**src/rtl/serneg_pkg.sv**
```systemverilog
// Shared types and constants for the serial negation controller.
// Optional per-word pass/negate select: SERNEG_PASS_SEL_EN.
package serneg_pkg;

  typedef enum logic [1:0] {
    IDLE  = 2'd0,
    SHIFT = 2'd1,
    DONE  = 2'd2
  } state_e;

  localparam int W_DEF = 8;

  // Most-negative two's-complement pattern: 1 followed by w-1 zeros.
  function automatic logic [31:0] mneg_pat(int unsigned w);
    return 32'(1) << (w - 1);
  endfunction

endpackage

```
**src/rtl/serneg_ctrl_if.sv**
```systemverilog
// Parallel word handshakes around the serial negation controller.
// SERNEG_PASS_SEL_EN adds the in_neg select.
interface serneg_ctrl_if #(
  parameter int W = 8
);
  logic         in_valid;
  logic         in_ready;
  logic [W-1:0] in_data;
`ifdef SERNEG_PASS_SEL_EN
  logic         in_neg;
`endif
  logic         out_valid;
  logic         out_ready;
  logic [W-1:0] out_data;
  logic         out_ovf;

  modport master (
    output in_valid,
    output in_data,
`ifdef SERNEG_PASS_SEL_EN
    output in_neg,
`endif
    output out_ready,
    input  in_ready,
    input  out_valid,
    input  out_data,
    input  out_ovf
  );

  modport slave (
    input  in_valid,
    input  in_data,
`ifdef SERNEG_PASS_SEL_EN
    input  in_neg,
`endif
    input  out_ready,
    output in_ready,
    output out_valid,
    output out_data,
    output out_ovf
  );
endinterface

```
**src/rtl/serneg_bit_cell.sv**
```systemverilog
// Bit-serial two's-complement cell: pass bits until the first one,
// invert afterwards. SERNEG_PASS_SEL_EN adds force_pass.
module serneg_bit_cell (
  input  logic clk,
  input  logic rst_n,
  input  logic clr,
  input  logic en,
`ifdef SERNEG_PASS_SEL_EN
  input  logic force_pass,
`endif
  input  logic b,
  output logic y
);
  logic seen_q, seen_d;

  // Seen-one flag: cleared on word accept, set once a one passes.
  always_comb begin
    seen_d = seen_q;
    if (clr)
      seen_d = 1'b0;
    else if (en)
      seen_d = seen_q | b;
  end

  // Seen-one register.
  always_ff @(posedge clk or negedge rst_n) begin
    if (!rst_n)
      seen_q <= 1'b0;
    else
      seen_q <= seen_d;
  end

`ifdef SERNEG_PASS_SEL_EN
  assign y = b ^ (seen_q & ~force_pass);
`else
  assign y = b ^ seen_q;
`endif

endmodule

```
**src/rtl/serneg_ctrl.sv**
```systemverilog
// Word-level sequencer for the bit-serial negation cell.
// SERNEG_PASS_SEL_EN enables per-word pass/negate via in_neg.
module serneg_ctrl
  import serneg_pkg::*;
#(
  parameter int W = W_DEF
) (
  input  logic          t_clk,
  input  logic          r_n,
  serneg_ctrl_if.slave  io,
  output logic          busy
);
  localparam int CW = (W > 1) ? $clog2(W) : 1;
  localparam logic [CW-1:0] LAST = CW'(W - 1);
  localparam logic [31:0] MNEG = mneg_pat(W);

  state_e        state_q, state_d;
  logic [CW-1:0] cnt_q, cnt_d;
  logic [W-1:0]  shift_q, shift_d;
  logic [W-1:0]  res_q, res_d;
  logic [W-1:0]  data_q, data_d;
  logic          cand_q, cand_d;
  logic          ovf_q, ovf_d;
  logic          cell_clr, cell_en, cell_y;
  logic          is_mneg;

  assign is_mneg = (io.in_data == MNEG[W-1:0]);

`ifdef SERNEG_PASS_SEL_EN
  logic pass_q, pass_d;
  logic cand_in;

  assign cand_in = is_mneg & io.in_neg;

  // Pass-mode select, latched with the operand.
  always_comb begin
    pass_d = pass_q;
    if (state_q == IDLE && io.in_valid)
      pass_d = ~io.in_neg;
  end

  // Pass-mode register.
  always_ff @(posedge t_clk or negedge r_n) begin
    if (!r_n)
      pass_q <= 1'b0;
    else
      pass_q <= pass_d;
  end
`else
  logic cand_in;

  assign cand_in = is_mneg;
`endif

  serneg_bit_cell u_cell (
    .clk        (t_clk),
    .rst_n      (r_n),
    .clr        (cell_clr),
    .en         (cell_en),
`ifdef SERNEG_PASS_SEL_EN
    .force_pass (pass_q),
`endif
    .b          (shift_q[0]),
    .y          (cell_y)
  );

  // Next state: accept, shift W bits, then hold result.
  always_comb begin
    state_d  = state_q;
    cnt_d    = cnt_q;
    shift_d  = shift_q;
    res_d    = res_q;
    data_d   = data_q;
    cand_d   = cand_q;
    ovf_d    = ovf_q;
    cell_clr = 1'b0;
    cell_en  = 1'b0;
    unique case (state_q)
      IDLE: begin
        if (io.in_valid) begin
          shift_d  = io.in_data;
          res_d    = '0;
          cnt_d    = '0;
          cand_d   = cand_in;
          cell_clr = 1'b1;
          state_d  = SHIFT;
        end
      end
      SHIFT: begin
        cell_en = 1'b1;
        res_d   = {cell_y, res_q[W-1:1]};
        shift_d = shift_q >> 1;
        cnt_d   = cnt_q + CW'(1);
        if (cnt_q == LAST) begin
          data_d  = {cell_y, res_q[W-1:1]};
          ovf_d   = cand_q;
          cnt_d   = '0;
          state_d = DONE;
        end
      end
      DONE: begin
        if (io.out_ready)
          state_d = IDLE;
      end
      default: state_d = IDLE;
    endcase
  end

  // Controller registers.
  always_ff @(posedge t_clk or negedge r_n) begin
    if (!r_n) begin
      state_q <= IDLE;
      cnt_q   <= '0;
      shift_q <= '0;
      res_q   <= '0;
      data_q  <= '0;
      cand_q  <= 1'b0;
      ovf_q   <= 1'b0;
    end else begin
      state_q <= state_d;
      cnt_q   <= cnt_d;
      shift_q <= shift_d;
      res_q   <= res_d;
      data_q  <= data_d;
      cand_q  <= cand_d;
      ovf_q   <= ovf_d;
    end
  end

  assign io.in_ready  = (state_q == IDLE);
  assign io.out_valid = (state_q == DONE);
  assign io.out_data  = data_q;
  assign io.out_ovf   = ovf_q;
  assign busy         = (state_q != IDLE);

endmodule

```
**src/flat_wrapper.sv**
```systemverilog
// flat-port wrapper written by rule: the top's interface ports become plain ports
module serneg_ctrl_flat import serneg_pkg::*;
#(
  parameter int W = W_DEF
)
  (t_clk, r_n, busy, io_in_valid, io_in_data, io_out_ready, io_in_ready, io_out_valid, io_out_data, io_out_ovf);
  serneg_ctrl_if #(.W(W)) io_i ();
  input  logic t_clk;
  input  logic r_n;
  output logic busy;
  input wire logic [$bits(io_i.in_valid)-1:0] io_in_valid;
  input wire logic [$bits(io_i.in_data)-1:0] io_in_data;
  input wire logic [$bits(io_i.out_ready)-1:0] io_out_ready;
  output wire logic [$bits(io_i.in_ready)-1:0] io_in_ready;
  output wire logic [$bits(io_i.out_valid)-1:0] io_out_valid;
  output wire logic [$bits(io_i.out_data)-1:0] io_out_data;
  output wire logic [$bits(io_i.out_ovf)-1:0] io_out_ovf;
  assign io_i.in_valid = io_in_valid;
  assign io_i.in_data = io_in_data;
  assign io_i.out_ready = io_out_ready;
  assign io_in_ready = io_i.in_ready;
  assign io_out_valid = io_i.out_valid;
  assign io_out_data = io_i.out_data;
  assign io_out_ovf = io_i.out_ovf;
  serneg_ctrl #(.W(W)) u_core (.t_clk(t_clk), .r_n(r_n), .io(io_i), .busy(busy));
endmodule
```
**config.mk**
```make
export PLATFORM = sky130hd
export DESIGN_NAME = serneg_ctrl_flat
export DESIGN_NICKNAME = d
export VERILOG_FILES = /design/src/rtl/serneg_pkg.sv /design/src/rtl/serneg_ctrl_if.sv /design/src/rtl/serneg_bit_cell.sv /design/src/rtl/serneg_ctrl.sv /design/src/flat_wrapper.sv
export SDC_FILE = /design/constraint.sdc
export NUM_CORES = 1
export LEC_CHECK = 0
export ABC_AREA = 1
export BUFFER_PORTS_ARGS = -buffer_cell sky130_fd_sc_hd__buf_2
export CAP_MARGIN = 20
export CORE_UTILIZATION = 50
export DETAILED_ROUTE_END_ITERATION = 10
export GPL_ROUTABILITY_DRIVEN = 0
export GPL_TIMING_DRIVEN = 0
export PLACE_DENSITY = 0.72
export SLEW_MARGIN = 20
export SYNTH_ARGS = -nofsm -noshare
export SYNTH_HDL_FRONTEND = slang
export SYNTH_SLANG_ARGS = --single-unit
```
**constraint.sdc**
```tcl
create_clock -name t_clk -period 1.6 [get_ports t_clk]
set_input_delay 0.16 -clock t_clk [delete_from_list [all_inputs] [get_ports t_clk]]
set_output_delay 0.16 -clock t_clk [all_outputs]
set_load 0.005 [all_outputs]
```
==> reports/results.ini <==
[yosys]
synth_top_cell_by_area = dfrtp_1
yosys_register_bits = 31
ys_top_cells_by_area = dfrtp_1 (55%), nand2_1 (22%), inv_1 (5.3%)
yosysTopAreaCellShare_pct = 54.9
synthesis.area_um2 = 1410
syn-num-nets = 185
synth_cells = 170
netlist-cell-type-count = 16
yosys_warnings = 0
syn_area_per_cell_um2 = 8.31
synth.yosys.seq_area_share_pct = 54.9

[timing]
hold_violations = 0
fin_crit_sh_pct = 89.0
final.setup_skew_ns = 0.0108
slew_viol_final = 0
fmaxAchievable_ghz = 0.702
timing.final.ws_setup_ns = 0.176
setup_tns_ns = 0
setup_violations = 0
hold_ws_ns = 0.0311
relSlewSlack_pct = 55.5
fin_crit_ns = 1.42
worstMarginPinSlew_ns = 0.668
rsz0062_at_grt = false

[finish]
fillCellCount = 236
diodes = 0
layout_common_cells = nand2_1 (82), dfrtp_1 (31), buf_2 (24)
syn_to_final_growth_pct = 15.1
layout.nets = 216
final_common_cell = nand2_1
drive_gt1_share_pct = 21.8

[hold_path]
hold_depth = 2
holdPathEnd = u_core.state_q[1]
hp-start = io_out_ready
hold_class = input pin to register

[route]
drt_wl_total_um = 2640
ant_nets = 0
wl_per_cell_um = 11.4
first_pass_iters = 4
dr_total_vias = 1118
drc = 0
avgViaCountPerCell = 4.82
drt-initial-drc-count = 25

[worst_setup_path]
r2r-start = u_core.cnt_q[0]
criticalPathCategory = register to register
r2r_slack_ns = 0.18
rr_endpoint = u_core.state_q[1]
worstPathMaxFanout = 10
rr_worst_depth = 5
crit_arrival_ns = 1.62
cp-end-kind = register
critical_path.startpoint_type = register
cp.required_ns = 1.80

[clocking]
clkLatencyLatePin_ns = 0.32
cts_sinks = 31
htreeDepth = 2
clk_path_buf_depth = 2
clk_pin_slew_ns = 0.08
cts-root-buf = clkbuf_4
cts_made_buffers = 5
ctsResizeCount = 0
cts_tree = built

[run_status]
status = completed

[power_and_ir_drop]
power.density_nw_per_um2 = 1680
leakagePower_nw = 0.935
ir_drop_mv = 1.08

[job]
maxCapViolations = 0

[global_routing]
grt_pass1_vias = 1047
grt_start_max_net_pins = 32
track_usage_pct = 21.8
grt_first_pass_wirelength_um = 4490
grt_overflow = 0
antenna_found_initial = 0

[placement]
place_ws_ns = 0.181
port-buffer-count = 23
dp_hpwl_um = 1960

[floorplan]
die-area_um2 = 3040
rows = 18
ioPinCount = 24
die_h_um = 55.2
start_util_pct = 55.0
core_um2 = 2570
die_width_um = 55.2

==> cell type report <==
class                      instances  area, um2  area share (%)
clock buffer                       7       45.0            2.77
sequential                        31        776            47.7
inverter                          21       78.8            4.85
tap                               30       37.5            2.31
buffer                             5       42.5            2.62
timing repair buffer              24        125            7.70
clock inverter                     1       5.00           0.308
multi-input combinational        113        515            31.7
==> cells by family after synthesis <==
group | Yosys count | synth area share (%)
AOI/OAI and AO/OA | 18 | 8.41
adders and majority gates | 3 | 2.66
buffers and inverters | 26 | 8.59
DFF | 31 | 54.9
and+or+nand+nor | 92 | 25.4
==> synthesized netlist by cell type <==
cell / count
nand2_2: 1
nor2_1: 5
buf_2: 1
nor2_4: 1
nand2_1: 82
o21ai_2: 7
inv_2: 1
ha_1: 3
o21ai_0: 8
dfrtp_1: 31
buf_6: 2
buf_4: 2
nand3_1: 3
o31ai_1: 1
inv_1: 20
o21ai_1: 2
==> critical path: stages (launching register included) <==
cell	delay (ns)
dfrtp_1	0.40
ha_1	0.20
ha_1	0.23
nand2_2	0.19
buf_6	0.19
o31ai_1	0.09
==> registers in the layout, indices dropped and copies added (netlist names) <==
signal,cells
u_core.io.out_data,8
u_core.shift_q,8
u_core.res_q,7
u_core.cnt_q,3
u_core.state_q,2
u_core.cand_q,1
u_core.io.out_ovf,1
u_core.u_cell.seen_q,1
==> worst max path at each step <==
stage | slack [ns] | to | cells after the start | start
detailed placement | 0.18 | u_core.state_q[1] | 5 | u_core.cnt_q[0]
finish | 0.18 | u_core.state_q[1] | 5 | u_core.cnt_q[0]
global placement | 0.17 | u_core.state_q[1] | 5 | u_core.cnt_q[0]
global route | 0.07 | u_core.state_q[1] | 5 | u_core.cnt_q[0]
floorplan | 0.33 | u_core.state_q[1] | 5 | u_core.cnt_q[0]
CTS | 0.17 | u_core.state_q[1] | 5 | u_core.cnt_q[0]
==> routing by layer <==
layer	wire, um	GRT usage [%]	up-vias
li1	-	-	576
met5	0	0	-
met3	94	8.47	6
met2	1290	36.7	18
met1	1220	24.8	518
met4	35	7.92	0
==> what timing repair did <==
| action | 4_1_cts | 5_1_grt |
|---|---|---|
| hold endpoints to repair | 31 | 0 |
| buffers inserted | 0 | 0 |
| hold buffers | 1 | 0 |
==> per-stage QoR <==
step	cells	area (um2)	power, mW	utilization (%)
floorplan	170	1410	2.00	-
global placement	223	1570	2.28	61.0
detailed placement	223	1570	2.34	61.0
CTS	232	1630	2.77	63.3
global route	232	1630	3.00	63.3
finish	232	1630	2.73	63.3
==> power by group <==
part           total (mW)  internal, mW  leakage [nW]  switching, mW
combinational        1.07         0.413         0.504          0.652
clock               0.426         0.171        0.0293          0.255
sequential           1.24          1.08         0.401          0.162
total                2.73          1.67         0.935           1.07
(Power assumes the default switching activity.)
